[src/rtl/uart_rx_controller.sv]
// uart_rx_controller: sequences one UartRx instance. It captures each received
// byte into a small FIFO, then releases UartRx with a one-cycle clear pulse,
// and hands bytes downstream over valid/ready. Configuration writes are held
// pending until the handoff FSM is idle, so UartRx is never reconfigured mid-byte.
//
// state   | meaning
// --------+-----------------------------------------------------------------
// S_IDLE  | waiting for rx_ready_i; applies pending config when no byte waits
// S_PUSH  | writes the latched byte into the FIFO, or drops it if full
// S_CLEAR | rx_clear_ready_o high for exactly this cycle
// S_WAIT  | holds until rx_ready_i falls, so one byte is never captured twice

module uart_rx_controller #(
    parameter int unsigned FIFO_DEPTH          = 4,
    parameter logic [15:0] DEFAULT_DIVIDER     = 16'd2,
    parameter logic        DEFAULT_PARITY_BIT  = 1'b0,
    parameter logic        DEFAULT_PARITY_EVEN = 1'b0,
    localparam int unsigned PTR_W = $clog2(FIFO_DEPTH),
    localparam int unsigned CNT_W = PTR_W + 1
) (
    input  logic             clock_i,
    input  logic             reset_i,
    input  logic             rx_ready_i,
    input  logic [7:0]       rx_data_i,
    output logic             rx_clear_ready_o,
    output logic [15:0]      rx_clock_divider_o,
    output logic             rx_parity_bit_o,
    output logic             rx_parity_even_o,
    input  logic             cfg_write_i,
    input  logic [15:0]      cfg_divider_i,
    input  logic             cfg_parity_bit_i,
    input  logic             cfg_parity_even_i,
    output logic             cfg_busy_o,
    output logic [7:0]       data_o,
    output logic             valid_o,
    input  logic             ready_i,
    output logic             overrun_o,
    input  logic             overrun_clear_i,
    output logic [CNT_W-1:0] count_o
);

    typedef enum logic [1:0] {
        S_IDLE,
        S_PUSH,
        S_CLEAR,
        S_WAIT
    } state_t;

    state_t           r_state;
    logic [7:0]       r_rx_byte;
    logic             r_clear_ready;

    logic [7:0]       r_mem [FIFO_DEPTH];
    logic [PTR_W-1:0] r_wr_ptr;
    logic [PTR_W-1:0] r_rd_ptr;
    logic [CNT_W-1:0] r_count;
    logic             r_overrun;

    logic [15:0]      r_pend_divider;
    logic             r_pend_parity_bit;
    logic             r_pend_parity_even;
    logic             r_cfg_busy;
    logic [15:0]      r_divider;
    logic             r_parity_bit;
    logic             r_parity_even;

    logic             w_empty;
    logic             w_full;
    logic             w_pop;
    logic             w_push;
    logic             w_drop;
    logic             w_apply;

    // A full FIFO still has room for the new byte when the consumer pops on the same edge.
    assign w_empty = (r_count == '0);
    assign w_full  = (r_count == CNT_W'(FIFO_DEPTH));
    assign w_pop   = !w_empty && ready_i;
    assign w_push  = (r_state == S_PUSH) && (!w_full || w_pop);
    assign w_drop  = (r_state == S_PUSH) && w_full && !w_pop;
    assign w_apply = (r_state == S_IDLE) && !rx_ready_i && r_cfg_busy;

    // Handoff sequencer: capture byte, push, pulse clear, wait for UartRx to drop ready.
    always_ff @(posedge clock_i or posedge reset_i) begin
        if (reset_i) begin
            r_state       <= S_IDLE;
            r_rx_byte     <= 8'h00;
            r_clear_ready <= 1'b0;
        end else begin
            case (r_state)
                S_IDLE: begin
                    if (rx_ready_i) begin
                        r_rx_byte <= rx_data_i;
                        r_state   <= S_PUSH;
                    end
                end
                S_PUSH: begin
                    r_clear_ready <= 1'b1;
                    r_state       <= S_CLEAR;
                end
                S_CLEAR: begin
                    r_clear_ready <= 1'b0;
                    r_state       <= S_WAIT;
                end
                S_WAIT: begin
                    if (!rx_ready_i) begin
                        r_state <= S_IDLE;
                    end
                end
                default: begin
                    r_clear_ready <= 1'b0;
                    r_state       <= S_IDLE;
                end
            endcase
        end
    end

    // FIFO storage; contents need no reset because data_o is masked when empty.
    always_ff @(posedge clock_i) begin
        if (w_push) begin
            r_mem[r_wr_ptr] <= r_rx_byte;
        end
    end

    // FIFO pointers and occupancy; power-of-two depth lets pointers wrap naturally.
    always_ff @(posedge clock_i or posedge reset_i) begin
        if (reset_i) begin
            r_wr_ptr <= '0;
            r_rd_ptr <= '0;
            r_count  <= '0;
        end else begin
            if (w_push) begin
                r_wr_ptr <= r_wr_ptr + PTR_W'(1);
            end
            if (w_pop) begin
                r_rd_ptr <= r_rd_ptr + PTR_W'(1);
            end
            case ({w_push, w_pop})
                2'b10:   r_count <= r_count + CNT_W'(1);
                2'b01:   r_count <= r_count - CNT_W'(1);
                default: r_count <= r_count;
            endcase
        end
    end

    // Sticky overrun; a drop on the same edge as a clear request keeps the flag set.
    always_ff @(posedge clock_i or posedge reset_i) begin
        if (reset_i) begin
            r_overrun <= 1'b0;
        end else if (w_drop) begin
            r_overrun <= 1'b1;
        end else if (overrun_clear_i) begin
            r_overrun <= 1'b0;
        end
    end

    // Pending config: the latest write wins; it is applied only while idle with no byte waiting.
    always_ff @(posedge clock_i or posedge reset_i) begin
        if (reset_i) begin
            r_pend_divider     <= DEFAULT_DIVIDER;
            r_pend_parity_bit  <= DEFAULT_PARITY_BIT;
            r_pend_parity_even <= DEFAULT_PARITY_EVEN;
            r_cfg_busy         <= 1'b0;
            r_divider          <= DEFAULT_DIVIDER;
            r_parity_bit       <= DEFAULT_PARITY_BIT;
            r_parity_even      <= DEFAULT_PARITY_EVEN;
        end else begin
            if (w_apply) begin
                r_divider     <= r_pend_divider;
                r_parity_bit  <= r_pend_parity_bit;
                r_parity_even <= r_pend_parity_even;
                r_cfg_busy    <= 1'b0;
            end
            // A write on the apply edge becomes the next pending value, so busy stays set.
            if (cfg_write_i) begin
                r_pend_divider     <= cfg_divider_i;
                r_pend_parity_bit  <= cfg_parity_bit_i;
                r_pend_parity_even <= cfg_parity_even_i;
                r_cfg_busy         <= 1'b1;
            end
        end
    end

    assign rx_clear_ready_o   = r_clear_ready;
    assign rx_clock_divider_o = r_divider;
    assign rx_parity_bit_o    = r_parity_bit;
    assign rx_parity_even_o   = r_parity_even;
    assign cfg_busy_o         = r_cfg_busy;
    assign data_o             = w_empty ? 8'h00 : r_mem[r_rd_ptr];
    assign valid_o            = !w_empty;
    assign overrun_o          = r_overrun;
    assign count_o            = r_count;

endmodule
[config.mk]
export PLATFORM = sky130hd
export DESIGN_NAME = uart_rx_controller
export DESIGN_NICKNAME = d
export VERILOG_FILES = /design/src/rtl/uart_rx_controller.sv
export SDC_FILE = /design/constraint.sdc
export NUM_CORES = 1
export LEC_CHECK = 0
export ABC_AREA = 1
export BUFFER_PORTS_ARGS = -buffer_cell sky130_fd_sc_hd__buf_2
export CAP_MARGIN = 10
export CORE_MARGIN = 2
export CORE_UTILIZATION = 50
export CTS_CLUSTER_DIAMETER = 100
export DETAILED_ROUTE_END_ITERATION = 12
export HOLD_SLACK_MARGIN = 0.12
export PLACE_DENSITY = 0.85
export REMOVE_ABC_BUFFERS = 1
export SLEW_MARGIN = 20
export SYNTH_ARGS = -nofsm -noshare
export SYNTH_HDL_FRONTEND = slang
export SYNTH_SLANG_ARGS = --single-unit
[constraint.sdc]
create_clock -name clock_i -period 1.8 [get_ports clock_i]
set_clock_uncertainty 0.1 [all_clocks]
set_input_delay 0.27 -clock clock_i [delete_from_list [all_inputs] [get_ports clock_i]]
set_output_delay 0.27 -clock clock_i [all_outputs]
set_load 0.005 [all_outputs]
==> results of run 1 <==
==> kinds of logic after synthesis <==
kind of cell / count (synthesis) / synth area share, %
adder cells (fa/ha/maj): 10 / 3.66
flip-flops: 88 / 65.2
multiplexers: 8 / 2.48
AO/OA/AOI/OAI: 68 / 9.49
XOR/XNOR: 3 / 0.725
buffers and inverters: 53 / 6.17
AND/OR/NAND/NOR: 101 / 12.3
==> cell usage in the layout, fill, tap and decap left out, drive strengths merged <==
cell         count
nand4            2
mux2             8
nor2            42
o22ai            1
nand2           52
clkbuf           9
dlygate4sd3     28
nand3            4
ha               9
o21bai           1
clkinvlp         4
xor2             3
o21ai           55
nor3             1
a21oi           11
inv             44
buf             89
fa               1
dfrtp           54
clkinv           1
edfxtp          32
dfstp            2
==> metal layers <==
layer | global-route usage [%] | vias to the layer above | share of wire [%]
met5 | 0 | - | 0
met4 | 7.33 | 0 | 1.9
met3 | 4.25 | 14 | 4.7
met2 | 35.4 | 83 | 52
met1 | 25.4 | 1275 | 41
li1 | - | 1313 | -
==> power groups by stage <==
stage	Combinational, uW	Sequential [uW]	Clock, uW
5_1_grt	3440	3280	1410
2_1_floorplan	1450	3200	0
6_report	3070	3210	1290
3_3_place_gp	2310	3190	0
4_1_cts	2660	3180	1310
3_5_place_dp	2450	3220	0
==> registers in the layout, indices dropped and copies added, names as in the netlist <==
signal	count
r_state	2
r_rx_byte	8
r_pend_divider	16
rx_parity_bit_o	1
rx_clock_divider_o	16
count_o	3
overrun_o	1
r_wr_ptr	2
rx_parity_even_o	1
rx_clear_ready_o	1
r_rd_ptr	2
r_mem	32
r_pend_parity_bit	1
cfg_busy_o	1
r_pend_parity_even	1
==> stage by stage <==
| stage | hold WS (ps) | cells | utilization (%) | instance area, um2 |
|---|---|---|---|---|
| final | 200 | 552 | 67.3 | 4800 |
| after global placement | 245 | 494 | 57.5 | 4100 |
| after CTS | 184 | 543 | 64.9 | 4630 |
| after floorplan | 244 | 320 | - | 3560 |
| after global routing | 217 | 552 | 67.3 | 4800 |
| after detailed placement | 250 | 494 | 57.5 | 4100 |
==> worst paths after layout <==
kind,startpoint,to,slack [ps],cells past startpoint
worst max-delay path,count_o[1],data_o[3],-70,5
worst min-delay path,rx_ready_i,r_state[1],200,4
worst max register to register,count_o[1],count_o[2],90,9
worst min register to register,rx_clock_divider_o[0],rx_clock_divider_o[0],400,2
max in group asynchronous,reset_i,rx_clock_divider_o[1],910,4
min in group asynchronous,reset_i,r_rx_byte[4],390,4
==> cell type report <==
| cell class | count | area share, % |
|---|---|---|
| multi-input cells | 190 | 23.4 |
| inverters | 42 | 3.72 |
| clock inverters | 7 | 1.30 |
| clock buffers | 9 | 2.58 |
| flip-flops and latches | 88 | 49.3 |
| repair buffers | 117 | 17.1 |
| well taps | 99 | 2.58 |
==> what timing repair did <==
item,CTS,global route
endpoints found under the setup margin,9,18
hold endpoints to repair,81,0
pin swaps,3,13
hold buffers,28,0
buffers inserted,5,9
gates resized for setup,11,33
==> worst max-delay path: stages, from the launching register on <==
cell and delay, ps:
dfrtp_1 410, nor2_4 50, nand2_4 90, clkinvlp_4 240, a21oi_2 210, buf_2 130
==> impl_metrics.toml, run 1 <==
[timing]
setup_slack_ps = -69.1
fmaxAchievable_mhz = 535
finalMaxSlewViolations = 0
tightest_slew_ps = 567
period_needed_ps = 1870
fin_setup_tns_ps = -339
period_share_pct = 104
grt_setup_unrepaired = "true"
hold_violations = 0
slew_headroom_pct = 62.2
setup_viol = 8

[global_route]
grt_pass1_vias = 2670
grt_max_degree = 57
grt_first_pass_wirelength_um = 12100
overflow = 0
grt_antenna_before_repair = 0
grt_usage_pct = 20.4

[floorplan]
initial_core_util_pct = 50.8
die_area_um2 = 7950
die_h_um = 89.2
pin_count = 65
rows = 31
fp.dieW_um = 89.2
core_um2 = 7140

[placement]
dp_slack_ps = -35.2
io_buffer_count = 64
place_congestion = 0.749
hpwlAfterDp_um = 4440

[cells_and_area]
register_area_um2 = 2370
layout.nets = 490
diodes = 0
area_growth_pct = 32.4
multi_input_area_um2 = 1120
fillers = 527
layout-drive-gt1-share_pct = 34.2

[cts]
clkLatencyLatePin_ps = 360
clock_path_buffers = 2
cts_tree = "yes"
cts_made_buffers = 9
clkSinkCount = 88
clkTransAtPathRegs_ps = 100
cts_root_buf = "clkbuf_8"
cts_max_level = 3

[drt]
drt-vias-per-instance = 4.86
initialDrtViolationCount = 130
drt_first_pass_iters = 6
ant_nets = 0
wire_per_inst_um = 14.1
drc_errors = 0
via_count = 2685
routed_wirelength_um = 7770

[synth]
synth_area_leaders = "dfrtp_1, edfxtp_1, nand2_1, o21ai_1, nor2_1"
synth_cell_types = 28
synth_top_area_cell = "dfrtp_1"
synth_warnings = 0
synth_edf_count = 32
syn_area_per_cell_um2 = 11.0
async_reset_ff_share_pct = 63.6
synth_ff_type = "dfrtp_1"
syn-cell-area_um2 = 3630
synth.top_cell.area_share_pct = 37.3
ys_seq_elements = 88
syn_inst = 331
post-synth-top-count-cell = "dfrtp_1"
yosysSeqAreaShare_pct = 65.2
synth_commonest_cells = "dfrtp_1, nand2_1, nor2_1"

[min_path]
hold_class = "in -> reg"

[power]
sw_frac_of_total_pct = 37.2
peakVddDrop_uv = 756
p_leak_uw = 0.00219
finalPower_uw = 7570
intPower_uw = 4760
p_seq_share_pct = 42.4
p_per_area_nw_per_um2 = 1580
p_comb_share_pct = 40.6
power_switching_uw = 2810
p_clk_share_pct = 17.0

[setup_path]
cp.required_ps = 1430
critical_path.max_fanout = 8
path_class = "reg -> out"
cp.arrival_ps = 1500
crit_path_end_kind = "output pin"
start_kind = "flip-flop"

[run]
max_cap_violations = 0

[run_status]
violations = "negative setup slack"
status = "finished with violations"
(Power assumes the default switching activity.)
==> run 2, diff against run 1 <==
--- a/config.mk
+++ b/config.mk
@@ -14,6 +14,7 @@
 export DETAILED_ROUTE_END_ITERATION = 12
 export HOLD_SLACK_MARGIN = 0.12
 export PLACE_DENSITY = 0.85
+export RECOVER_POWER = 25
 export REMOVE_ABC_BUFFERS = 1
 export SLEW_MARGIN = 20
 export SYNTH_ARGS = -nofsm -noshare
==> run 2 against run 1 <==
Effect of this change: the flow still finishes with violations (negative setup slack); critical path depth rose by 1; first-iteration DRC count rose by 5.4%; sequential power barely moved; cell area fell by 0.29%; count of clock-buffer cells in the layout did not move; register-to-register slack barely moved; hold slack improved by 0.80 ps; combinational power barely moved; critical path type unchanged; largest cell class unchanged.
==> impl_metrics.toml, run 2 (same netlist as run 1, synthesis figures left out) <==
[cts]
cts_max_level = 3
clkLatencyLatePin_ps = 360
clock_path_buffers = 2
clkTransAtPathRegs_ps = 90
cts_root_buf = "clkbuf_8"
clkSinkCount = 88
cts_tree = "yes"
cts_made_buffers = 9

[drt]
drc_errors = 0
via_count = 2685
drt_first_pass_iters = 7
wire_per_inst_um = 14.0
initialDrtViolationCount = 137
routed_wirelength_um = 7720
drt-vias-per-instance = 4.86
ant_nets = 0

[setup_path]
path_class = "reg -> out"
worst_r2r_path_depth = 9
critical_path.max_fanout = 7
crit_chain = "buf_6, nor2_4, nor2_2, o21ai_1, a21oi_2, buf_2"
crit_path_end_kind = "output pin"
rr_endpoint = "count_o[2]"
r2r_slack_ps = 90
cpPeakStageDelay_ps = 480
cp_slowest_cell = "dfrtp_2"
start_kind = "flip-flop"
cp_top_family = "flip-flops"
startpoint = "r_rd_ptr[0]"
cp.arrival_ps = 1500
timing.rr.start = "count_o[1]"
cp.required_ps = 1430
cp_num_buf_inv = 2

[timing]
setup_slack_ps = -66.9
setup_viol = 8
hold_violations = 0
fin_setup_tns_ps = -310
grt_setup_unrepaired = "true"
fmaxAchievable_mhz = 536
tightest_slew_ps = 762
period_needed_ps = 1870
slew_headroom_pct = 49.2
finalMaxSlewViolations = 0
period_share_pct = 104

[min_path]
hold_class = "in -> reg"
worstHoldStart = "rx_ready_i"
holdPathStages = 4
whs_endpoint = "r_state[1]"

[global_route]
grt_usage_pct = 20.4
grt_pass1_vias = 2670
grt_max_degree = 57
grt_antenna_before_repair = 0
grt_first_pass_wirelength_um = 12100
overflow = 0

[cells_and_area]
most-common-layout-cells = "buf_2, dfrtp_1, nand2_1"
diodes = 0
layout_commonest_cell = "buf_2"
layout-drive-gt1-share_pct = 33.8
fillers = 530
largest_register_ffs = 32
top_register = "r_mem"
layout.nets = 490
area_growth_pct = 32.0

[floorplan]
die_area_um2 = 7950
pin_count = 65
rows = 31
die_h_um = 89.2
fp.dieW_um = 89.2
core_um2 = 7140
initial_core_util_pct = 50.8

[placement]
place_congestion = 0.749
io_buffer_count = 64
hpwlAfterDp_um = 4440

[power]
p_per_area_nw_per_um2 = 1580
peakVddDrop_uv = 753
p_clk_share_pct = 17.0
p_comb_share_pct = 40.5
sw_frac_of_total_pct = 37.1
power_switching_uw = 2800
finalPower_uw = 7560
intPower_uw = 4750
p_leak_uw = 0.00218
p_seq_share_pct = 42.5

[run_status]
violations = "negative setup slack"
status = "finished with violations"

[run]
max_cap_violations = 0
-- run 2: worst max path at each step --
stage            endpoint  slack [ps]  cells after the start
3_5_place_dp   count_o[2]         -40                     10
4_1_cts         data_o[0]         -60                      6
3_3_place_gp   count_o[2]          80                      9
5_1_grt         data_o[0]        -150                      6
6_report        data_o[2]         -70                      6
2_1_floorplan  count_o[2]        -0.7                     10
-- run 2: power groups by stage --
stage               Clock [uW]  Combinational, uW  Sequential [uW]
finish                    1290               3060             3210
global route              1410               3440             3280
CTS                       1310               2660             3180
detailed placement           0               2450             3220
global placement             0               2310             3190
floorplan                    0               1450             3200
-- run 2: layer usage --
layer	track usage (%)	vias to the layer above	wire, um
met5	0	-	0
met4	7.33	0	147
met3	4.25	14	404
met2	35.4	94	4030
met1	25.4	1266	3140
li1	-	1311	-
-- run 2: worst register-to-register path, delay by kind of cell, from the launching register on --
family / cells / cell delay [ps]
simple gates: 6 / 500
buf+inv: 2 / 180
flops: 1 / 410
fa+ha+maj: 1 / 420
-- run 2: final cells by class --
cell class / instances / area [um2] / share of cell area [%]
repair buffers: 117 / 807 / 16.8
flip-flops and latches: 88 / 2370 / 49.5
multi-input cells: 190 / 1120 / 23.5
inverters: 42 / 179 / 3.74
clock inverters: 7 / 62.6 / 1.31
clock buffers: 9 / 124 / 2.59
well taps: 99 / 124 / 2.59
-- run 2: repair_timing --
| item | in CTS | in global routing |
|---|---|---|
| pin swaps | 3 | 13 |
| resized for setup | 11 | 33 |
| hold endpoints to repair | 81 | 0 |
| hold buffers | 28 | 0 |
| endpoints found under the setup margin | 9 | 18 |
| setup buffers | 5 | 9 |
-- run 2: stage by stage --
| stage | hold WS (ps) | utilization, % | cells | area, um2 | setup slack (ps) |
|---|---|---|---|---|---|
| floorplan | 244 | - | 320 | 3560 | -0.723 |
| global placement | 245 | 57.5 | 494 | 4100 | 80.5 |
| detailed placement | 250 | 57.5 | 494 | 4100 | -35.2 |
| CTS | 184 | 64.9 | 543 | 4630 | -61.8 |
| global route | 217 | 67.1 | 552 | 4790 | -152 |
| finish | 201 | 67.1 | 552 | 4790 | -66.9 |
